### config.mk
export PLATFORM = sky130hd
export DESIGN_NAME = uart_rx_core
export DESIGN_NICKNAME = d
export VERILOG_FILES = /design/src/rtl/uart_pkg.sv /design/src/rtl/uart_baud_tick.sv /design/src/rtl/uart_rx_core.sv
export SDC_FILE = /design/constraint.sdc
export NUM_CORES = 1
export LEC_CHECK = 0
export CORE_UTILIZATION = 46
export CTS_CLUSTER_SIZE = 20
export DETAILED_ROUTE_END_ITERATION = 12
export DONT_BUFFER_PORTS = 1
export MAX_ROUTING_LAYER = met4
export PLACE_DENSITY = 0.6
export RECOVER_POWER = 100
export SETUP_SLACK_MARGIN = 0.2
export SYNTH_ARGS = -nofsm -noshare
export SYNTH_HDL_FRONTEND = slang
export SYNTH_SLANG_ARGS = --single-unit
### constraint.sdc
create_clock -name i_clk -period 4.3 [get_ports i_clk]
set_input_delay 1.29 -clock i_clk [delete_from_list [all_inputs] [get_ports i_clk]]
set_output_delay 1.29 -clock i_clk [all_outputs]
set_load 0.05 [all_outputs]
### src/rtl/uart_pkg.sv
// Shared UART definitions: FSM state encoding, oversampling constants and the
// bit-decision helper used by both the transmit and receive engines.
`timescale 1ns/1ps
package uart_pkg;

  localparam int unsigned OVERSAMPLE = 16;
  localparam int unsigned DATA_BITS  = 8;

  localparam logic [3:0] SAMP_FIRST = 4'd7;
  localparam logic [3:0] SAMP_MID   = 4'd8;
  localparam logic [3:0] SAMP_LAST  = 4'd9;
  localparam logic [3:0] SAMP_END   = 4'(OVERSAMPLE - 1);
  localparam logic [2:0] LAST_BIT   = 3'(DATA_BITS - 1);
  localparam logic [1:0] STOP_TWO   = 2'd2;

  typedef enum logic [2:0] {
    StIdle,
    StStart,
    StData,
    StParity,
    StStop1,
    StStop2
  } uart_state_e;

  function automatic logic maj3(input logic a, input logic b, input logic c);
    return (a & b) | (a & c) | (b & c);
  endfunction

endpackage

### src/rtl/uart_baud_tick.sv
// Oversample tick generator: counts 0..div-1 and flags the terminal count.
// A restart pulse realigns the count to the current cycle.
`timescale 1ns/1ps
module uart_baud_tick #(
  parameter int unsigned DIV_W = 16
) (
  input  logic             i_clk,
  input  logic             i_rst_n,
  input  logic             i_restart,
  input  logic [DIV_W-1:0] i_div,
  output logic             o_tick
);

  logic [DIV_W-1:0] r_cnt;
  logic [DIV_W-1:0] w_last;
  logic             w_term;

  assign w_last = i_div - {{(DIV_W-1){1'b0}}, 1'b1};
  // ">=" keeps the counter from running away if the divisor shrinks mid-count.
  assign w_term = (i_div != '0) && (r_cnt >= w_last);
  assign o_tick = w_term && !i_restart;

  always_ff @(posedge i_clk) begin
    if (!i_rst_n) begin
      r_cnt <= '0;
    end else if (i_restart || w_term) begin
      r_cnt <= '0;
    end else begin
      r_cnt <= r_cnt + {{(DIV_W-1){1'b0}}, 1'b1};
    end
  end

endmodule

### src/rtl/uart_rx_core.sv
// UART receive engine: 16x oversampled deframer with majority-vote bit decisions,
// one-cycle FIFO write strobe and sticky parity/framing/overrun flags.
`timescale 1ns/1ps
module uart_rx_core
  import uart_pkg::*;
#(
  parameter int unsigned DIV_W = 16
) (
  input  logic             i_clk,
  input  logic             i_rst_n,
  input  logic [DIV_W-1:0] i_baud_div,
  input  logic             i_parity_en,
  input  logic             i_parity_odd,
  input  logic [1:0]       i_stop_bits,
  input  logic             i_rx_line,
  input  logic             i_fifo_full,
  input  logic             i_err_clr,
  output logic [7:0]       o_rx_data,
  output logic             o_rx_valid,
  output logic             o_rx_busy,
  output logic             o_parity_error,
  output logic             o_framing_error,
  output logic             o_overrun_error
);

  logic        r_sync1, r_sync2;
  uart_state_e r_state;
  logic [3:0]  r_samp_cnt;
  logic [2:0]  r_bit_cnt;
  logic [7:0]  r_shift;
  logic        r_s7, r_s8;
  logic        r_par_en, r_par_odd, r_stop_two;
  logic        r_frm_par, r_frm_frm;
  logic [7:0]  r_rx_data;
  logic        r_rx_valid, r_par_err, r_frm_err, r_ovr_err;

  logic w_rx, w_active, w_start, w_tick, w_dec, w_end, w_bit, w_par_exp, w_done;

  assign w_rx      = r_sync2;
  assign w_active  = (r_state != StIdle);
  assign w_start   = (r_state == StIdle) && !w_rx && (i_baud_div != '0);
  assign w_dec     = w_active && w_tick && (r_samp_cnt == SAMP_LAST);
  assign w_end     = w_active && w_tick && (r_samp_cnt == SAMP_END);
  assign w_bit     = maj3(r_s7, r_s8, w_rx);
  assign w_par_exp = (^r_shift) ^ r_par_odd;
  assign w_done    = w_dec && (((r_state == StStop1) && !r_stop_two) || (r_state == StStop2));

  uart_baud_tick #(
    .DIV_W (DIV_W)
  ) u_baud_tick (
    .i_clk     (i_clk),
    .i_rst_n   (i_rst_n),
    .i_restart (w_start),
    .i_div     (i_baud_div),
    .o_tick    (w_tick)
  );

  always_ff @(posedge i_clk) begin
    if (!i_rst_n) begin
      r_sync1 <= 1'b1;
      r_sync2 <= 1'b1;
    end else begin
      r_sync1 <= i_rx_line;
      r_sync2 <= r_sync1;
    end
  end

  always_ff @(posedge i_clk) begin
    if (!i_rst_n) begin
      r_state    <= StIdle;
      r_samp_cnt <= '0;
      r_bit_cnt  <= '0;
      r_shift    <= '0;
      r_s7       <= 1'b1;
      r_s8       <= 1'b1;
      r_par_en   <= 1'b0;
      r_par_odd  <= 1'b0;
      r_stop_two <= 1'b0;
      r_frm_par  <= 1'b0;
      r_frm_frm  <= 1'b0;
      r_rx_data  <= '0;
      r_rx_valid <= 1'b0;
      r_par_err  <= 1'b0;
      r_frm_err  <= 1'b0;
      r_ovr_err  <= 1'b0;
    end else begin
      r_rx_valid <= 1'b0;
      // Clear first so a same-cycle set further down takes priority.
      if (i_err_clr) begin
        r_par_err <= 1'b0;
        r_frm_err <= 1'b0;
        r_ovr_err <= 1'b0;
      end
      if (w_active && w_tick) begin
        r_samp_cnt <= r_samp_cnt + 4'd1;
        if (r_samp_cnt == SAMP_FIRST) r_s7 <= w_rx;
        if (r_samp_cnt == SAMP_MID)   r_s8 <= w_rx;
      end

      unique case (r_state)
        StIdle: begin
          if (w_start) begin
            r_state    <= StStart;
            r_par_en   <= i_parity_en;
            r_par_odd  <= i_parity_odd;
            r_stop_two <= (i_stop_bits == STOP_TWO);
            r_samp_cnt <= '0;
            r_bit_cnt  <= '0;
            r_frm_par  <= 1'b0;
            r_frm_frm  <= 1'b0;
          end
        end
        StStart: begin
          if (w_dec && w_bit) r_state <= StIdle;
          else if (w_end)     r_state <= StData;
        end
        StData: begin
          if (w_dec) r_shift <= {w_bit, r_shift[7:1]};
          if (w_end) begin
            r_bit_cnt <= r_bit_cnt + 3'd1;
            if (r_bit_cnt == LAST_BIT) r_state <= r_par_en ? StParity : StStop1;
          end
        end
        StParity: begin
          if (w_dec && (w_bit != w_par_exp)) r_frm_par <= 1'b1;
          if (w_end) r_state <= StStop1;
        end
        StStop1: begin
          if (w_dec && !w_bit) r_frm_frm <= 1'b1;
          if (w_done)     r_state <= StIdle;
          else if (w_end) r_state <= StStop2;
        end
        StStop2: begin
          if (w_dec && !w_bit) r_frm_frm <= 1'b1;
          if (w_done) r_state <= StIdle;
        end
        default: r_state <= StIdle;
      endcase

      if (w_done) begin
        if (!i_fifo_full) begin
          r_rx_data  <= r_shift;
          r_rx_valid <= 1'b1;
        end else begin
          r_ovr_err <= 1'b1;
        end
        if (r_frm_par)            r_par_err <= 1'b1;
        if (r_frm_frm || !w_bit)  r_frm_err <= 1'b1;
      end
    end
  end

  assign o_rx_data       = r_rx_data;
  assign o_rx_valid      = r_rx_valid;
  assign o_rx_busy       = w_active;
  assign o_parity_error  = r_par_err;
  assign o_framing_error = r_frm_err;
  assign o_overrun_error = r_ovr_err;

endmodule

== Word-level counts from Yosys, hierarchy flattened ==
Index checks and enable logic that the tools add are counted.

* Flip-flop bits (word level): 55
* Input port bits: 25
* Output and inout port bits: 13
* Logic and storage cells: 123

* Add/sub/neg operators: 4
* Order comparisons: 1
* Eq/ne operators: 21
* Muxes and demuxes: 32
* Bitwise logic cells: 8
* Reductions and logical operators: 38

{| class="wikitable"
|+ Operator list
! operator !! count
|-
| $mux 3 || 12
|-
| $pmux 3 s6 || 1
|-
| $add 16x1->16 const B || 1
|-
| $ge 16x16->1 || 1
|-
| $reduce_bool 16->1 || 1
|-
| $sub 16x1->16 const B || 1
|-
| $mux 1 || 13
|-
| $eq 4x4->1 const B || 3
|-
| $logic_and 1x1->1 || 12
|-
| $mux 4 || 3
|-
| $reduce_and 2->1 || 6
|-
| $ne 2x2->1 const B || 5
|-
| $eq 3x3->1 const B || 3
|-
| $reduce_and 3->1 || 3
|-
| $reduce_xor 8->1 || 1
|-
| $reduce_and 7->1 || 1
|-
| $eq 3x2->1 const B || 2
|-
| $ne 3x3->1 const B || 2
|-
| $pmux 3 s2 || 1
|-
| $reduce_bool 2->1 || 3
|-
| $add 4x1->4 const B || 1
|-
| $eq 4x3->1 const B || 1
|-
| $logic_not 1->1 || 4
|-
| $ne 2x1->1 const B || 2
|-
| 13 further kinds || 21
|}

== Depth between registers and ports, before layout ==
Gate-level depths: netlist of run 1.

* Word-level depth: 10
* Depth in mapped cells: 15
* Mapped depth without buffers: 13

== Hierarchy ==
From an unflattened synthesis of run 1, not the netlist that was laid out.

* Cells, all modules: 364
* Area, all modules: 3258.1 um2

{| class="wikitable"
|+ By module, submodules not included
! module !! instances !! cells each !! area an instance (um2)
|-
| uart_rx_core || 1 || 208 || 1896.8
|-
| uart_baud_tick || 1 || 156 || 1361.3
|}

== Worst setup path before layout of run 1 ==
No wires, ideal clock.

* Path type: input to register
* From: input i_baud_div[5]
* To: register r_state[2]
* Library setup time: 138 ps
* Arrival time: 4277 ps
* Path slack: -115 ps
* Stages on the path: 13
* Path buffers: 1
* Path through: or4_1 > or3_1 > nor3_1 > xnor2_1 > ha_1 > nand2_1 > nor3_2 > a32oi_1 > and4b_4 > buf_6 > or4_1 > a311oi_1 > a311oi_1

* Word-level cells in the longest chain between the ends: 9

{| class="wikitable"
|+ Ends and longest elaborated chain
! element !! RTL line !! source
|-
| from (decl) || uart_rx_core.sv:11 || <nowiki>input logic [DIV_W-1:0] i_baud_div,</nowiki>
|-
| $sub 16x1->16 or $reduce_bool 16->1 (tied branches) || uart_baud_tick.sv:18, uart_baud_tick.sv:20, uart_rx_core.sv:41 ||
|-
| $ge 16x16->1 or $logic_and 1x1->1 (tied branches) || uart_baud_tick.sv:20, uart_rx_core.sv:41 ||
|-
| $logic_and 1x1->1 or $logic_not 1->1 (tied branches) || uart_baud_tick.sv:20, uart_baud_tick.sv:21 ||
|-
| $logic_and 1x1->1 || uart_baud_tick.sv:21 || <nowiki>assign o_tick = w_term && !i_restart;</nowiki>
|-
| $logic_and 1x1->1 || uart_rx_core.sv:42, uart_rx_core.sv:43 ||
|-
| $logic_and 1x1->1 || uart_rx_core.sv:42 || <nowiki>assign w_dec = w_active && w_tick && (r_samp_cnt == SAMP_LAST);</nowiki>
|-
| $logic_and 1x1->1, on equally long branches || uart_rx_core.sv:114, uart_rx_core.sv:46 ||
|-
| $ne 3x3->1 (no line), or another cell as far along || -- ||
|-
| $reduce_and 7->1 (no line) or $pmux 3 s6 (tied branches) || -- ||
|-
| to (signal assigned) || uart_rx_core.sv:114 || <nowiki>if (w_dec && w_bit) r_state <= StIdle;</nowiki>
|-
| to (signal assigned) || uart_rx_core.sv:115 || <nowiki>else if (w_end) r_state <= StData;</nowiki>
|-
| to (signal assigned) || uart_rx_core.sv:121 || <nowiki>if (r_bit_cnt == LAST_BIT) r_state <= r_par_en ? StParity : StStop1;</nowiki>
|-
| to (decl) || uart_rx_core.sv:27 || <nowiki>uart_state_e r_state;</nowiki>
|}

Several ways; a longest one is shown, not always the timed one.
A chain may end at the register's enable or synchronous reset.

== Worst setup path in the final report of run 1 ==
* From: input i_baud_div[5]
* To: register r_rx_data[5] (netlist: o_rx_data[5])

* Word-level cells in the longest chain between the ends: 8

{| class="wikitable"
|+ Ends and longest elaborated chain
! element !! RTL line !! source
|-
| $sub 16x1->16 or $reduce_bool 16->1 (tied branches) || uart_baud_tick.sv:18, uart_baud_tick.sv:20, uart_rx_core.sv:41 ||
|-
| $ge 16x16->1 or $logic_and 1x1->1 (tied branches) || uart_baud_tick.sv:20, uart_rx_core.sv:41 ||
|-
| $logic_and 1x1->1 or $logic_not 1->1 (tied branches) || uart_baud_tick.sv:20, uart_baud_tick.sv:21 ||
|-
| $logic_and 1x1->1 * || uart_baud_tick.sv:21 ||
|-
| $logic_and 1x1->1 * (2 in a row) || uart_rx_core.sv:42 ||
|-
| $logic_and 1x1->1 * || uart_rx_core.sv:46 || <nowiki>assign w_done = w_dec && (((r_state == StStop1) && !r_stop_two) || (r_state == StStop2));</nowiki>
|-
| $reduce_and 2->1 (no line) * || -- ||
|-
| to (signal assigned) || uart_rx_core.sv:142 || <nowiki>r_rx_data <= r_shift;</nowiki>
|-
| to (decl) || uart_rx_core.sv:34 || <nowiki>logic [7:0] r_rx_data;</nowiki>
|}

Mark *: on every way between the ends. The rest lies on a longest branch, timed or not.

==> impl_metrics.toml, run 1 <==
[status]
status = "completed"

[placed_design]
gp_congestion = 0.834
placed_cells = 443
port_buffers = 0
place_ws_ns = -0.121
hpwl_um = 4780

[final_layout]
final_nets = 427
drive_gt1_share_pct = 10.8
diodes = 0
area_growth_syn_to_layout_pct = 12.9
fin_cells = 456

[worst_setup_path]
critPathLaunchType = "input pin"
crit_path_end_kind = "flop"
r2r_slack_ns = 1.57
critPathRequiredTime_ns = 4.49
worstPathMaxFanout = 8
worstPathArrival_ns = 4.31
critPathKind = "in2reg"

[clocking]
worstSkewPairLatency_ns = 0.31
root_buffer = "clkbuf_8"
cts_max_level = 2
cts_tree = "built"
cts_buffer_depth = 2
clock-sinks = 55
cts-buffers-inserted = 5
clkTransAtPathRegs_ns = 0.10

[synthesis]
synth_top_area_cell = "dfxtp_1"
seq_area_frac_synth_pct = 35.5
synthesis.area_sq_um = 3100
synthDistinctLibCells = 46
synth_edf_count = 0
synth_flop_cell = "dfxtp_1"
syn_nets = 413
synth.area.top_cells = "dfxtp_1 36%, ha_1 9.7%, xnor2_1 7.1%"
netlist_instances = 364
yosysTopAreaCellShare_pct = 35.5
avgSynthCellArea_sq_um = 8.51
yosysWarnings = 0
ys_ff_latch = 55
async_flop_share_pct = 0

[timing]
slew_headroom_pct = 32.2
fin_crit_ns = 4.12
setup_viol = 0
layout_setup_ws_ns = 0.178
rsz0062_at_grt = "yes"
timing.final.crit_share_pct = 95.9
fin_skew_ns = 0.00861
timing.fmax_mhz = 243
worst_hold_slack_ns = 0.421
hold_viol_final = 0
worst_slew_pin_slew_ns = 1.01
maxSlewViolCount = 0

[floorplan]
io_pins = 38
dieWidth_um = 84.1
core_area_sq_um = 6420
rows = 29
start_util_pct = 48.3
die_h_um = 84.1
die_area_sq_um = 7070

[route]
final_antenna_net_count = 0
drtIter0Drc = 94
first_pass_iters = 4
drc = 0
wirelength_um = 6450
viasPerCell = 5.35
vias = 2441
routedWlPerCell_um = 14.1

[flow_run]
maxCapViolCount = 0

[global_routing]
grt_pass1_wl_um = 10800
overflow = 0
grt_max_degree = 25
grt_use_total_pct = 19.6
antenna_found_initial = 0
grt_pass1_vias = 2297

[pwr]
power.density_nw_per_um2 = 272
peakVddDrop_mv = 0.220
p_leak_nw = 1.37
p_total_uw = 952

[worst_hold_path]
hold_path_class = "reg2reg"
==> registers in the layout, summed over array words and instances, names as in the netlist, 3 cells and up <==
signal	cells
r_shift	8
r_samp_cnt	4
u_baud_tick.r_cnt	16
r_state	3
o_rx_data	8
r_bit_cnt	3
==> cells in the final DEF (no fill, tap or decap), drive strengths merged, types with 2 or more instances in the layout <==
| cell type | Yosys | layout |
|---|---|---|
| a31oi | 2 | 2 |
| nor2b | 4 | 4 |
| nor2 | 55 | 55 |
| xnor2 | 25 | 25 |
| buf | 3 | 15 |
| a311oi | 2 | 2 |
| a32oi | 2 | 2 |
| nand2 | 34 | 34 |
| inv | 14 | 14 |
| or3 | 3 | 3 |
| o22ai | 2 | 2 |
| or4 | 4 | 4 |
| o21ai | 10 | 10 |
| nand3b | 2 | 2 |
| nand2b | 5 | 5 |
| clkbuf | 7 | 7 |
| nor3 | 17 | 17 |
| mux2i | 21 | 21 |
| dfxtp | 55 | 55 |
| and3 | 3 | 3 |
| nand3 | 19 | 19 |
| xor2 | 14 | 14 |
| a21oi | 10 | 10 |
| nand4 | 5 | 5 |
| clkinv | 0 | 2 |
| ha | 24 | 24 |
| nor4 | 6 | 6 |
==> where the power goes <==
group	total [mW]	switching, mW	internal, mW
logic	0.0723	0.0423	0.0299
clock network	0.357	0.178	0.179
registers	0.523	0.00833	0.514
total	0.952	0.228	0.724
==> worst paths after layout <==
path	startpoint	end	cells past startpoint
hold / removal	r_sync1	r_sync2	1
setup reg to reg	u_baud_tick.r_cnt[0]	r_shift[7]	11
setup / recovery	i_baud_div[5]	o_rx_data[5]	14
hold reg to reg	r_sync1	r_sync2	1
==> stage by stage <==
step                cell area (sq um)  util, %  setup TNS [ns]
floorplan                        3120        -          -0.509
global placement                 3260     50.8         -0.0377
detailed placement               3260     50.8          -0.313
CTS                              3430     53.5               0
global route                     3500     54.5               0
finish                           3500     54.5               0
==> cells in the mapped netlist, types with 2 or more instances <==
| master | count |
|---|---|
| dfxtp_1 | 55 |
| nor2_1 | 55 |
| nand2_1 | 34 |
| xnor2_1 | 25 |
| ha_1 | 24 |
| mux2i_1 | 21 |
| nand3_1 | 19 |
| nor3_1 | 16 |
| inv_1 | 14 |
| xor2_1 | 14 |
| a21oi_1 | 10 |
| o21ai_0 | 9 |
| clkbuf_1 | 7 |
| nand2b_1 | 5 |
| nand4_1 | 5 |
| nor4_1 | 5 |
| nor2b_1 | 4 |
| or4_1 | 4 |
| and3_1 | 3 |
| or3_1 | 3 |
| a311oi_1 | 2 |
| a31oi_1 | 2 |
| a32oi_1 | 2 |
| buf_2 | 2 |
| nand3b_1 | 2 |
| o22ai_1 | 2 |
==> cell type report <==
class                      count  area, sq um
tap                           77         96.3
clock inverter                 3         55.1
sequential                    55         1100
inverter                      14         52.6
multi-input combinational    285         1980
timing repair buffer          17          150
fill                         589         2920
clock buffer                   5         68.8
==> worst max-delay path, cell delays in order <==
cell and delay [ns]:
or4_4 0.52, or3_4 0.34, nor3_1 0.23, xnor2_1 0.10
ha_1 0.32, nand2_2 0.08, nor3_4 0.13, a32oi_1 0.15
and4b_4 0.24, buf_12 0.13, nor4_4 0.34, buf_12 0.18
mux2i_1 0.19, nor2_1 0.06
==> kinds of logic after synthesis <==
family,count (synthesis),synth area share [%]
and+or+nand+nor,163,25.6
DFF,55,35.5
xor gates and xnor gates,39,11.0
AOI/OAI and AO/OA,37,7.83
adders and majority gates,25,10.0
buffers and inverters,24,3.23
muxes,21,6.78
==> what timing repair did <==
item / 4_1_cts / 5_1_grt
setup buffers: 3 / 2
gates resized for setup: 2 / 14
endpoints found under the setup margin: 1 / 47
pin swaps: 9 / 8
hold buffers: 0 / 0
cloned: 0 / 0
==> metal layers <==
layer | GRT usage [%] | share of wire (%) | vias up
li1 | - | - | 1296
met1 | 26.9 | 50 | 1111
met2 | 28.7 | 45 | 28
met3 | 3.96 | 2.8 | 6
met4 | 6.27 | 1.6 | 0
met5 | - | 0 | -
(Power assumes the default switching activity.)
==> run 2, diff against run 1 <==
Settings changed: REMOVE_ABC_BUFFERS set to 1.
==> run 2 against run 1 <==
Net effect:
- the flow now finishes with violations (design-rule violations)
- via count rose by 4.0%
- utilization fell by 0.88 points
- sequential power barely moved
- worst hold slack better by 0.0058 ns
- combinational power is essentially flat
- die area unchanged
- clock-buffer cell count up 1
- register-to-register slack got worse by 0.04 ns
- critical path depth down 1
- global-route usage grew 0.29 points
- power shrank 4.3%
- sequential share of layout area increased by 0.51 points
==> impl_metrics.toml, run 2 (synthesis results as in run 1) <==
[final_layout]
drive_gt1_share_pct = 9.47
largest_register_ffs = 16
final_nets = 428
fill_cells = 623
largest_register = "u_baud_tick.r_cnt"
fin_cells = 457
diodes = 0
final_cell_mix = "55 x nor2_1, 55 x dfxtp_1, 33 x nand2_1, 25 x xnor2_1, 24 x ha_1"
area_growth_syn_to_layout_pct = 11.1

[worst_setup_path]
worstPathArrival_ns = 4.29
crit_path_end_kind = "flop"
critPathRequiredTime_ns = 4.47
worstPathMaxFanout = 4
critPathKind = "in2reg"
r2r_slack_ns = 1.53
critPathLaunchType = "input pin"

[route]
wirelength_um = 6600
routedWlPerCell_um = 14.4
first_pass_iters = 8
drc = 2
final_antenna_net_count = 0
vias = 2538
viasPerCell = 5.55
drtIter0Drc = 101

[global_routing]
antenna_found_initial = 0
overflow = 0
grt_pass1_vias = 2400
grt_pass1_wl_um = 11100
grt_use_total_pct = 19.9
grt_max_degree = 25

[floorplan]
rows = 29
core_area_sq_um = 6420
start_util_pct = 48.3
dieWidth_um = 84.1
die_h_um = 84.1
die_area_sq_um = 7070
io_pins = 38

[clocking]
cts_max_level = 2
worstSkewPairLatency_ns = 0.31
postCtsHoldBufs = 0
clock-sinks = 55
clkTransAtPathRegs_ns = 0.10
cts_tree = "built"
cts-buffers-inserted = 5
cts_buffer_depth = 2
root_buffer = "clkbuf_8"

[status]
violations = "design-rule violations"
status = "complete, but fails checks"

[timing]
tns_ns = 0
slew_headroom_pct = 40.6
fin_crit_ns = 4.12
maxSlewViolCount = 0
fin_skew_ns = 0.00717
timing.fmax_mhz = 243
layout_setup_ws_ns = 0.179
hold_viol_final = 0
worst_slew_pin_slew_ns = 0.881
timing.final.crit_share_pct = 95.8
rsz0062_at_grt = "yes"
setup_viol = 0
worst_hold_slack_ns = 0.427

[placed_design]
placed_cells = 445
port_buffers = 0
gp_congestion = 0.797
hpwl_um = 4840
place_ws_ns = -0.161

[pwr]
p_leak_nw = 1.34
peakVddDrop_mv = 0.179
power.density_nw_per_um2 = 265

[worst_hold_path]
hold_path_class = "reg2reg"

[flow_run]
maxCapViolCount = 0
run 2: changes by cell type in the layout (fill, tap and decap cells not counted), moves of 2 or more:
cell      previous run  this run
or4_1                1         4
clkbuf_4             0         3
buf_4               12         8
buf_6                1         3
or4_4                3         0
run 2: power by group:
part	switching, mW	internal [mW]	total, mW
combinational	0.0430	0.0293	0.0723
clock	0.180	0.136	0.316
sequential	0.00827	0.514	0.523
run 2: timing repair:
action | 4_1_cts | 5_1_grt
gates cloned | 0 | 0
setup endpoints to repair | 9 | 28
pin swaps | 1 | 18
buffers inserted | 0 | 4
gates resized for setup | 2 | 15
run 2: critical path: stages:
cell and delay, ns:
nor4_4 0.27, buf_4 0.15, nand3b_1 0.12, nor4_2 0.34, xnor2_1 0.14, ha_1 0.32
nand4_1 0.13, nor3_2 0.27, a32oi_2 0.14, and4b_4 0.23, or4_1 0.55, a311oi_1 0.27
a311oi_1 0.08
run 2: routing by layer:
layer,track usage [%],routed length [um],vias up
met3,4.65,309,9
met5,-,0,-
met1,26.6,3290,1173
met4,4.08,75,0
met2,30.6,2930,57
li1,-,-,1299
run 2: final cells by class:
cell class	instances	area (sq um)	share of cell area (%)
clock buffers	6	82.6	2.40
well taps	77	96.3	2.80
multi-input cells	285	1940	56.4
inverters	14	52.6	1.53
clock inverters	2	20.0	0.581
flip-flops and latches	55	1100	32.0
repair buffers	18	149	4.32
run 2: path summary, 6_finish.rpt:
path | start | endpoint | depth (start not counted)
setup / recovery | i_baud_div[6] | r_state[2] | 13
hold / removal | r_sync1 | r_sync2 | 1
setup reg to reg | u_baud_tick.r_cnt[0] | r_state[2] | 11
hold reg to reg | r_sync1 | r_sync2 | 1
run 2: metrics by stage:
stage                     total power [mW]  cell area, sq um  utilization [%]
final                                0.911              3440             53.6
after detailed placement             0.604              3270             50.8
after global placement               0.604              3270             50.8
after global routing                 0.954              3440             53.6
after CTS                            0.922              3380             52.6
after floorplan                      0.585              3050                -
